==> config.mk <==
export PLATFORM = sky130hd
export DESIGN_NAME = imem_boot_loader_flat
export DESIGN_NICKNAME = d
export VERILOG_FILES = /design/src/rtl/imem_boot_loader_if.sv /design/src/rtl/imem_boot_loader.sv /design/src/flat_wrapper.sv
export SDC_FILE = /design/constraint.sdc
export NUM_CORES = 1
export LEC_CHECK = 0
export CAP_MARGIN = 20
export CORE_MARGIN = 5
export CORE_UTILIZATION = 30
export CTS_CLUSTER_SIZE = 24
export DETAILED_ROUTE_END_ITERATION = 12
export SLEW_MARGIN = 20
export SYNTH_ARGS = -nofsm -noshare
export SYNTH_HDL_FRONTEND = slang
export SYNTH_SLANG_ARGS = --single-unit
==> constraint.sdc <==
create_clock -name clk -period 2.2 [get_ports clk]
set_input_delay 0.55 -clock clk [delete_from_list [all_inputs] [get_ports clk]]
set_output_delay 0.55 -clock clk [all_outputs]
set_load 0.02 [all_outputs]
==> src/rtl/imem_boot_loader_if.sv <==
// Boot loader bus bundle: the incoming byte stream with its handshake, plus the
// instruction-memory write port it produces.
`timescale 1ns/1ps
interface imem_boot_loader_if #(
  parameter int AW = 8
);
  logic [7:0]    in_data;
  logic          in_valid;
  logic          in_ready;
  logic          imem_we;
  logic [AW-1:0] imem_waddr;
  logic [31:0]   imem_wdata;

  modport master (
    output in_data, in_valid,
    input  in_ready, imem_we, imem_waddr, imem_wdata
  );

  modport slave (
    input  in_data, in_valid,
    output in_ready, imem_we, imem_waddr, imem_wdata
  );
endinterface

==> src/rtl/imem_boot_loader.sv <==
// Packs a length-prefixed little-endian byte stream into 32-bit instruction-memory
// writes and keeps the core in reset until the whole image has landed.
`timescale 1ns/1ps
module imem_boot_loader #(
  parameter int IMEM_WORDS = 256,
  parameter int AW         = 8
) (
  input  logic              clk,
  input  logic              rst,
  imem_boot_loader_if.slave bus,
  input  logic              reload,
  output logic              cpu_rst,
  output logic              done,
  output logic              error,
  output logic [15:0]       word_count
);

  typedef enum logic [2:0] {
    LEN_LO,
    LEN_HI,
    DATA,
    DONE,
    ERR
  } state_t;

  localparam logic [15:0] MAX_N = 16'(IMEM_WORDS);

  state_t        state;
  state_t        state_next;
  logic [1:0]    byte_cnt;
  logic [AW-1:0] word_idx;
  logic [31:0]   word_buf;
  logic          we_q;
  logic [AW-1:0] waddr_q;
  logic [31:0]   wdata_q;
  logic          accept;
  logic [15:0]   n_full;
  logic          last_word;

  assign bus.in_ready   = rst & ((state == LEN_LO) | (state == LEN_HI) | (state == DATA));
  assign bus.imem_we    = we_q;
  assign bus.imem_waddr = waddr_q;
  assign bus.imem_wdata = wdata_q;

  assign accept    = bus.in_valid & bus.in_ready;
  assign n_full    = {bus.in_data, word_count[7:0]};
  assign last_word = ({{(16-AW){1'b0}}, word_idx} == (word_count - 16'd1));

  always_comb begin
    state_next = state;
    case (state)
      LEN_LO: if (accept) state_next = LEN_HI;
      LEN_HI: begin
        if (accept) begin
          if (n_full == 16'd0)     state_next = DONE;
          else if (n_full > MAX_N) state_next = ERR;
          else                     state_next = DATA;
        end
      end
      DATA:     if (accept && (byte_cnt == 2'd3) && last_word) state_next = DONE;
      DONE, ERR: if (reload) state_next = LEN_LO;
      default:  state_next = LEN_LO;
    endcase
  end

  always_ff @(posedge clk) begin
    if (!rst) begin
      state      <= LEN_LO;
      byte_cnt   <= 2'd0;
      word_idx   <= '0;
      word_count <= 16'd0;
      we_q       <= 1'b0;
      waddr_q    <= '0;
      wdata_q    <= 32'd0;
      cpu_rst    <= 1'b0;
      done       <= 1'b0;
      error      <= 1'b0;
    end else begin
      state <= state_next;
      we_q  <= 1'b0;
      case (state)
        LEN_LO: if (accept) word_count[7:0] <= bus.in_data;
        LEN_HI: begin
          if (accept) begin
            word_count[15:8] <= bus.in_data;
            byte_cnt         <= 2'd0;
            word_idx         <= '0;
            if (state_next == ERR) error <= 1'b1;
          end
        end
        DATA: begin
          if (accept) begin
            byte_cnt <= byte_cnt + 2'd1;
            // The fourth byte bypasses word_buf so the write issues in the next cycle.
            if (byte_cnt == 2'd3) begin
              we_q     <= 1'b1;
              waddr_q  <= word_idx;
              wdata_q  <= {bus.in_data, word_buf[23:0]};
              word_idx <= word_idx + AW'(1);
            end
          end
        end
        DONE: begin
          if (reload) begin
            byte_cnt   <= 2'd0;
            word_idx   <= '0;
            word_count <= 16'd0;
            cpu_rst    <= 1'b0;
            done       <= 1'b0;
            error      <= 1'b0;
          end else begin
            cpu_rst <= 1'b1;
            done    <= 1'b1;
          end
        end
        ERR: begin
          if (reload) begin
            byte_cnt   <= 2'd0;
            word_idx   <= '0;
            word_count <= 16'd0;
            cpu_rst    <= 1'b0;
            done       <= 1'b0;
            error      <= 1'b0;
          end
        end
        default: ;
      endcase
    end
  end

  // Lane buffer needs no reset: byte_cnt restarting at 0 makes stale lanes unreachable.
  always_ff @(posedge clk) begin
    if (state == DATA && accept) word_buf[{byte_cnt, 3'b000} +: 8] <= bus.in_data;
  end

endmodule

==> src/flat_wrapper.sv <==
// flat-port wrapper written by rule: the top's interface ports become plain ports
module imem_boot_loader_flat 
#(
  parameter int IMEM_WORDS = 256,
  parameter int AW         = 8
)
  (clk, rst, reload, cpu_rst, done, error, word_count, bus_in_data, bus_in_valid, bus_in_ready, bus_imem_we, bus_imem_waddr, bus_imem_wdata);
  imem_boot_loader_if #(.AW(AW)) bus_i ();
  input  logic clk;
  input  logic rst;
  input  logic reload;
  output logic cpu_rst;
  output logic done;
  output logic error;
  output logic [15:0] word_count;
  input wire logic [$bits(bus_i.in_data)-1:0] bus_in_data;
  input wire logic [$bits(bus_i.in_valid)-1:0] bus_in_valid;
  output wire logic [$bits(bus_i.in_ready)-1:0] bus_in_ready;
  output wire logic [$bits(bus_i.imem_we)-1:0] bus_imem_we;
  output wire logic [$bits(bus_i.imem_waddr)-1:0] bus_imem_waddr;
  output wire logic [$bits(bus_i.imem_wdata)-1:0] bus_imem_wdata;
  assign bus_i.in_data = bus_in_data;
  assign bus_i.in_valid = bus_in_valid;
  assign bus_in_ready = bus_i.in_ready;
  assign bus_imem_we = bus_i.imem_we;
  assign bus_imem_waddr = bus_i.imem_waddr;
  assign bus_imem_wdata = bus_i.imem_wdata;
  imem_boot_loader #(.IMEM_WORDS(IMEM_WORDS), .AW(AW)) u_core (.clk(clk), .rst(rst), .bus(bus_i), .reload(reload), .cpu_rst(cpu_rst), .done(done), .error(error), .word_count(word_count));
endmodule
## After elaboration in Yosys (flattened, before gate mapping)

Index checks and enable logic that the tools add are counted.
W data, S select, Z words.

- Bitwise logic cells: 4
- Eq/ne operators: 14
- Shifts and indexed selects: 2
- Muxes and demuxes: 28
- Order comparisons: 1
- $add $sub $neg: 4
- Reductions and logical operators: 18

Operators with widths:

| operator | count |
|---|---|
| $mux W8 | 5 |
| $bwmux W32 | 1 |
| $pmux W8 S2 | 2 |
| $shift A8 B7 Y32 const A | 1 |
| $shiftx A8 B7 Y32 | 1 |
| $pmux W8 S3 | 1 |
| $mux W3 | 6 |
| $eq A8 B16 Y1 | 1 |
| $gt A16 B9 Y1 const B | 1 |
| $logic_not A16 Y1 | 1 |
| $mux W16 | 1 |
| $sub A16 B1 Y16 const B | 1 |
| $pmux W3 S4 | 1 |
| $reduce_and A3 Y1 | 4 |
| $add A8 B1 Y8 const B | 1 |
| $ne A2 B1 Y1 const B | 4 |
| $reduce_and A4 Y1 | 2 |
| $neg A5 Y7 | 1 |
| $eq A3 B2 Y1 const B | 2 |
| $eq A3 B3 Y1 const B | 2 |
| $mux W2 | 3 |
| $ne A2 B2 Y1 const B | 3 |
| $pmux W2 S3 | 1 |
| $reduce_bool A2 Y1 | 3 |
| 13 further kinds | 22 |

- Register bits: 104
- Logic and storage cells: 82
- Bits of input ports: 12

## Logic depth before layout (Yosys ltp)

Gate-level depths: netlist of the first run.

- Depth in word-level cells: 13
- Mapped depth: 8
- Gate-level depth less buffers: 7

## Worst setup path after synthesis of the first run

Ideal clock, no wire load.

- Kind: register to register
- Start point: register u_core.word_count[0]
- End point: register u_core.state[0]
- Data arrival time: 1.786 ns
- Cell stages (with the launch flop): 8
- Setup slack: 0.330 ns
- Clock period less this slack: 1.870 ns
- Buffers on the path: 0
- Cells stage by stage: dfxtp_1 > inv_1 > ha_1 > nor3b_2 > a211o_1 > o21a_1 > o2bb2ai_1 > o31ai_2

- Cells in the longest elaborated chain, start to end: 5
- Elaborated cells between the ends (all ways): 8
- Classes of those cells: add/sub (1); eq/ne (1); mux (4); reduce/logical (2)

Ends and longest elaborated chain:

| item | RTL line | RTL |
|---|---|---|
| start: declaration | imem_boot_loader.sv:15 | `output logic [15:0] word_count` |
| start signal: assignment | imem_boot_loader.sv:82 | `LEN_LO: if (accept) word_count[7:0] <= bus.in_data;` |
| $sub A16 B1 Y16 | imem_boot_loader.sv:47 | `assign last_word = ({{(16-AW){1'b0}}, word_idx} == (word_count - 16'd1));` |
| $eq A8 B16 Y1 | imem_boot_loader.sv:47 |  |
| $logic_and A1 B1 Y1 | imem_boot_loader.sv:60 | `DATA: if (accept && (byte_cnt == 2'd3) && last_word) state_next = DONE;` |
| $mux W3 | imem_boot_loader.sv:60 |  |
| $pmux W3 S4 * | imem_boot_loader.sv:51 | `case (state)` |
| end signal: assignment | imem_boot_loader.sv:79 | `state <= state_next;` |
| end: declaration | imem_boot_loader.sv:28 | `state_t state;` |

Every way passes the cells marked *; elsewhere a longest branch is shown, timed or not.
A chain may end at the register's enable or synchronous reset.

## Worst setup path in the final report of the first run

- Start point: register u_core.word_count[4]
- End point: output word_count[4]

RTL lines:

| item | RTL line | RTL |
|---|---|---|
| end: declaration | flat_wrapper.sv:15 | `output logic [15:0] word_count;` |

No word-level cell between the ends.

==> qor.txt, run 1 <==
Ratio of final minimum period to clock period: 0.961
Sum of net half-perimeters after detailed placement: 8.22 mm
WP data arrival: 1.56 ns
Largest driver fanout on the critical path: 8
Start-to-end type of the worst setup path: flip-flop to output pin
Number of detailed-route iterations in the first pass: 4
Count of buffering cells on the critical path with inverters included: 1
Number of antenna violations at the first check in global routing: 0
Final critical delay including setup and external delays: 2.11 ns
TritonCTS clock tree: done
Required time worst endpoint: 1.65 ns
Critical path's top delay family: buffers and inverters
Aggregate global routing overflow: 0
Number of inserted diodes: 0
Power density cells: 659 mW/mm²
GPL Wtd Cong: 0.832
Highest-count cells in the layout ignoring fill and taps: sky130_fd_sc_hd__nand2_1 (120), sky130_fd_sc_hd__dfxtp_1 (72), sky130_fd_sc_hd__clkdlybuf4s50_1 (71)
Total of cells resized after clock tree synthesis: 1
Die Outline Area: 0.0165 mm²
Startpoint of the worst-slack reg-to-reg timing path: u_core.state[2]
Worst IR drop on VDD: 374 µV
Fill cell count: 1,369
Global Route Usage Sum: 0.142
Instance area at placement: 0.00530 mm²
Post-placement worst setup slack: -0.263 ns
Initial core utilization: 0.304
Residual DRC: 0
Number of DRC markers after the initial detailed-route iteration: 161
Total core area: 0.0138 mm²
Worst setup path start: u_core.word_count[4]
Layout cells sized above 1: 0.105
Total clock buffers created by CTS: 9
Multi-input combinational cell area: 0.00187 mm²
Type of destination of the critical path: output pin
Clock insertion delay at the later pin of the skew report: 0.35 ns
Commonest non-fill, non-tap cell in the layout: sky130_fd_sc_hd__nand2_1
Nets: 584
Startpoint of the lowest-slack hold path: u_core.bus.imem_wdata[9]
Most area-hungry cell type in the Yosys netlist: sky130_fd_sc_hd__dfxtp_1
Synthesized flop and latch total: 96
Cell chosen for the clock root: sky130_fd_sc_hd__clkbuf_16
Post-synth EDFFs: 24
Leakage power: 1.90 nW
Slowest Stage Delay on Critical Path: 0.71 ns
Slowest cell on the critical path: sky130_fd_sc_hd__clkdlybuf4s50_1
Fraction of registers with async set/reset: 0
Clock transition time at the flip-flop clock pins of the worst setup and hold paths: 0.06 ns
Placement Rows: 43
Global-route wire length before repair: 18.4 mm
Maximum number of pins on one net before global-route repair: 62
Number of endpoints with negative hold slack in the final report: 0
Count of port buffers added during placement: 72
Total area of sequential cells: 0.00216 mm²
Height of the die: 128 µm
Post-CTS Hold Fix Bufs: 0
Number of buffers inserted to repair setup after CTS: 0
Post-route ant nets: 0
Fraction of post-synthesis cell area in the top cell type by area: 0.343
Clock Skew: 0.00516 ns
# H-tree levels: 3
Routed via count divided by cell count: 4.82
Number of pins with negative max-slew slack in the final report: 0
Setup slack of the critical path after layout: 0.0850 ns
Register area share after synthesis: 0.514
I/O pin count: 73
Fmax: 0.473 GHz
Clk sinks: 96
Syn Std Cell Area: 0.00421 mm²
Average detailed-routed wire length per instance: 15.1 µm
Cell variety after synth: 59
Largest buffer count on any clock path: 2
Post-detailed-routing wire length: 11.4 mm
Slew at the pin closest to its max-slew limit: 0.666 ns
Cell types occupying the most area after synthesis: sky130_fd_sc_hd__dfxtp_1 (34%), sky130_fd_sc_hd__edfxtp_1 (17%), sky130_fd_sc_hd__nand2_1 (11%)
Mean instance size in the synthesized netlist: 8.80 µm²
Startpoint kind of the worst setup timing path: flip-flop
Final setup viols: 0
Total via count in the routed design: 3,614
Most frequently used flop master after synthesis: sky130_fd_sc_hd__dfxtp_1
Status: complete, no violations
Vias in the first global route: 3,557
Crit-path cells: clkdlybuf4s50_1
Width of the chip: 128 µm
Number of standard cells after synthesis: 478
Area delta synth->final: 32.9%
Relative slew margins: 0.556
Post-route cell area: 0.00559 mm²
Setup repair after global routing missed its margin: false
Synth Warn #: 0
Syn Nets: 497
Maximum capacitance violations: 0
Min-delay worst type: flip-flop to flip-flop
-- final cells by class --
cell class,instances,share of cell area
Clock buffer,11,0.0434
Clock inverter,5,0.0101
Inverter,13,0.00873
Multi-Input combinational cell,342,0.334
Sequential cell,96,0.387
Tap cell,180,0.0403
Timing Repair Buffer,103,0.176
-- synth_stat cells, drive strengths merged, types with 2 or more instances --
cell type	number
a2111oi	3
a211o	2
a21boi	3
a21oi	70
a311oi	4
a31oi	2
and2	26
and3	4
and3b	2
buf	13
clkbuf	14
dfxtp	72
edfxtp	24
ha	7
inv	12
nand2	120
nand2b	6
nand3	15
nand4	5
nor2	16
nor2b	2
nor3	6
nor3b	6
nor4	3
o211ai	2
o21ai	5
o21ba	2
o31ai	3
or3	3
xnor2	5
xor2	4
-- stage by stage --
step           std cells  total power, mW   util  hold slack [ns]  TNS (ns)
3_5_place_dp         734             2.14  0.383            0.447     -4.98
4_1_cts              750             3.72  0.404            0.456         0
6_report             750             3.68  0.404            0.454         0
2_1_floorplan        478             2.02      -            0.461         0
3_3_place_gp         734             2.14  0.383            0.443     -3.53
5_1_grt              750             3.82  0.404            0.478         0
-- cells by family after synthesis --
kind of cell / share of synthesized area
adders and majority gates: 0.0208
muxes: 0.00268
xor gates and xnor gates: 0.0187
DFF: 0.514
and+or+nand+nor: 0.245
buffers and inverters: 0.0419
AOI/OAI and AO/OA: 0.157
-- final timing paths --
check / end / slack [ns] / cells past startpoint
worst max-delay path: word_count[4] / 0.09 / 1
worst max register to register: u_core.word_idx[6] / 0.21 / 6
worst min register to register: u_core.bus.imem_wdata[9] / 0.45 / 2
worst min-delay path: u_core.bus.imem_wdata[9] / 0.45 / 2
-- routing by layer --
layer  share of wire  global-route usage
met3           0.058              0.0369
met4           0.019              0.0493
met5               0                   0
met1            0.46               0.181
met2            0.46               0.232
-- where the power goes --
| part | total, mW | internal (mW) | switching, mW |
|---|---|---|---|
| combinational | 0.267 | 0.117 | 0.150 |
| sequential | 1.84 | 1.81 | 0.0236 |
| clock | 1.58 | 0.910 | 0.670 |
| total | 3.68 | 2.84 | 0.844 |
-- registers in the layout (all words and copies together), names as in the netlist --
| signal | count |
|---|---|
| u_core.word_count | 16 |
| u_core.bus.imem_we | 1 |
| u_core.word_idx | 8 |
| u_core.bus.imem_waddr | 8 |
| u_core.state | 3 |
| u_core.bus.imem_wdata | 32 |
| u_core.error | 1 |
| u_core.cpu_rst | 1 |
| u_core.byte_cnt | 2 |
| u_core.word_buf | 24 |
-- worst min-delay path, cell delays in order (launching register included) --
cell	delay, ns
sky130_fd_sc_hd__dfxtp_1	0.31
sky130_fd_sc_hd__nand2_1	0.05
sky130_fd_sc_hd__a21oi_1	0.05
No activity file was read; power rests on OpenSTA's default activity.
==> inputs of run 2 (changes only) <==
Settings changed: CORE_ASPECT_RATIO set to 0.9.
==> run 2 against run 1 <==
Die area about the same. Non-clock buffer count is 1 lower. Fmax fell by 0.88%. Total power is 2.1% lower. Largest power group unchanged. Utilization is 0.20 points lower. First-iteration DRC count up 60%. Register-to-register slack about the same. Sequential cell count stayed put. Clock-buffer cell count shrank 1. Setup slack got worse by 0.019 ns.
==> qor.txt, run 2 (synthesis gave the netlist of run 1 again) <==
Status: complete, no violations
Post-placement worst setup slack: -0.253 ns (+0.00981 ns)
Number of endpoints with negative hold slack in the final report: 0 (unchanged)
Number of inserted diodes: 0 (unchanged)
I/O pin count: 73 (unchanged)
Die Outline Area: 0.0165 mm² (about the same)
Total core area: 0.0139 mm² (+0.54%)
Smallest hold slack: 0.452 ns (-0.00157 ns)
Post-detailed-routing wire length: 11.7 mm (+3.1%)
Number of buffers inserted to repair setup after CTS: 0 (unchanged)
Instance area at placement: 0.00532 mm² (+0.40%)
Setup slack of the critical path after layout: 0.0663 ns (-0.0187 ns)
Global-route wire length before repair: 18.9 mm (+2.8%)
Clock transition time at the flip-flop clock pins of the worst setup and hold paths: 0.07 ns (about the same)
Aggregate global routing overflow: 0 (unchanged)
Slowest cell on the critical path: sky130_fd_sc_hd__clkdlybuf4s50_1
Number of antenna violations at the first check in global routing: 0 (unchanged)
Final critical delay including setup and external delays: 2.13 ns (+0.0187 ns)
Slowest Stage Delay on Critical Path: 0.72 ns (about the same)
Clock insertion delay at the later pin of the skew report: 0.35 ns (about the same)
Relative slew margins: 0.553 (-0.00369)
Slew at the pin closest to its max-slew limit: 0.671 ns (+0.00554 ns)
Non-filler instance count after layout: 762 (+1.6%)
Leakage power: 1.88 nW (-1.0%)
Type of destination of the critical path: output pin
Area delta synth->final: 33.0% (about the same)
Height of the die: 122 µm (-4.7%)
Total via count in the routed design: 3,666 (+1.4%)
Sum of net half-perimeters after detailed placement: 8.45 mm (+2.8%)
Largest driver fanout on the critical path: 9 (+1)
Vias in the first global route: 3,625 (+1.9%)
Highest-count cells in the layout ignoring fill and taps: sky130_fd_sc_hd__nand2_1 (120), sky130_fd_sc_hd__clkdlybuf4s50_1 (71), sky130_fd_sc_hd__dfxtp_1 (71)
Number of detailed-route iterations in the first pass: 5 (+1)
Number of flip-flops in the largest register: 32 (unchanged)
Number of DRC markers after the initial detailed-route iteration: 257 (+60%)
Initial core utilization: 0.303 (-0.00164)
Width of the chip: 135 µm (+5.0%)
Average detailed-routed wire length per instance: 15.4 µm (+1.5%)
Count of port buffers added during placement: 72 (unchanged)
Post-CTS Hold Fix Bufs: 0 (unchanged)
Count of buffering cells on the critical path with inverters included: 1 (unchanged)
Start-to-end type of the worst setup path: flip-flop to output pin
Post-route ant nets: 0 (unchanged)
Clock Skew: 0.00810 ns (+0.00294 ns)
Routed via count divided by cell count: 4.81 (-0.16%)
Maximum capacitance violations: 0 (unchanged)
Crit-path cells: clkdlybuf4s50_1
Min-delay worst type: flip-flop to flip-flop
Clk sinks: 96 (unchanged)
Number of pins with negative max-slew slack in the final report: 0 (unchanged)
Post-layout util: 0.402 (-0.00200)
Global Route Usage Sum: 0.147 (+0.00594)
# H-tree levels: 3 (unchanged)
Setup repair after global routing missed its margin: false
Fmax: 0.469 GHz (-0.88%)
Maximum number of pins on one net before global-route repair: 62 (unchanged)
Power density cells: 645 mW/mm² (-2.1%)
Fill cell count: 1,374 (+0.37%)
Commonest non-fill, non-tap cell in the layout: sky130_fd_sc_hd__nand2_1
Worst IR drop on VDD: 325 µV (-13%)
Dpl cells: 746 (+1.6%)
GPL Wtd Cong: 0.866 (+4.0%)
TNS Setup: 0 ns (unchanged)
Multi-input combinational cell area: 0.00187 mm² (about the same)
Design Power: 3.61 mW (-2.1%)
Cell chosen for the clock root: sky130_fd_sc_hd__clkbuf_16
Critical path's top delay family: buffers and inverters
Total area of sequential cells: 0.00216 mm² (about the same)
Placement Rows: 41 (-4.7%)
Ratio of final minimum period to clock period: 0.970 (+0.00852)
Nets: 583 (-0.17%)
Required time worst endpoint: 1.65 ns (about the same)
TritonCTS clock tree: done
Startpoint kind of the worst setup timing path: flip-flop
Post-route cell area: 0.00559 mm² (about the same)
Residual DRC: 0 (unchanged)
Largest buffer count on any clock path: 2 (unchanged)
WP data arrival: 1.58 ns (+0.02 ns)
Final setup viols: 0 (unchanged)
Total clock buffers created by CTS: 9 (unchanged)
Layout cells sized above 1: 0.105 (+0.000185)
[run 2: final cells by class]
class / instances / share of cell area
sequential: 96 / 0.387
multi-input combinational: 342 / 0.334
timing repair buffer: 102 / 0.177
tap: 193 / 0.0432
clock buffer: 10 / 0.0409
clock inverter: 6 / 0.00917
inverter: 13 / 0.00872
[run 2: final timing paths]
kind	startpoint	endpoint	slack, ns	cells past startpoint
setup / recovery	u_core.word_count[2]	word_count[2]	0.07	1
hold / removal	u_core.bus.imem_wdata[4]	u_core.bus.imem_wdata[4]	0.45	2
setup reg to reg	u_core.word_count[0]	u_core.state[0]	0.22	7
hold reg to reg	u_core.bus.imem_wdata[4]	u_core.bus.imem_wdata[4]	0.45	2
[run 2: where the power goes]
group          total, mW  switching, mW  internal, mW
sequential          1.84         0.0237          1.81
clock               1.51          0.722         0.784
combinational      0.267          0.153         0.114
[run 2: what timing repair did]
item                       4_1_cts  5_1_grt
setup endpoints to repair        1        2
resized for setup                1        4
pin swaps                        0        0
[run 2: routing by layer]
metal / up-vias / track usage / routed length, µm
met5: - / 0 / 0
met4: 0 / 0.0553 / 184
met3: 14 / 0.0316 / 662
met2: 111 / 0.232 / 5310
met1: 1732 / 0.200 / 5540
li1: 1809 / - / -
[run 2: tightest hold or removal path, delay by kind of cell (launching register included)]
kind            cells  cell delay, ns
compound gates      1            0.05
flops               1            0.31
simple gates        1            0.05
==> inputs of run 3 (changes only) <==
Settings changed: CORE_ASPECT_RATIO 0.9 to unset.
==> results of run 3 <==
No change in the layout: final DEF, timing and power equal those of run 1.
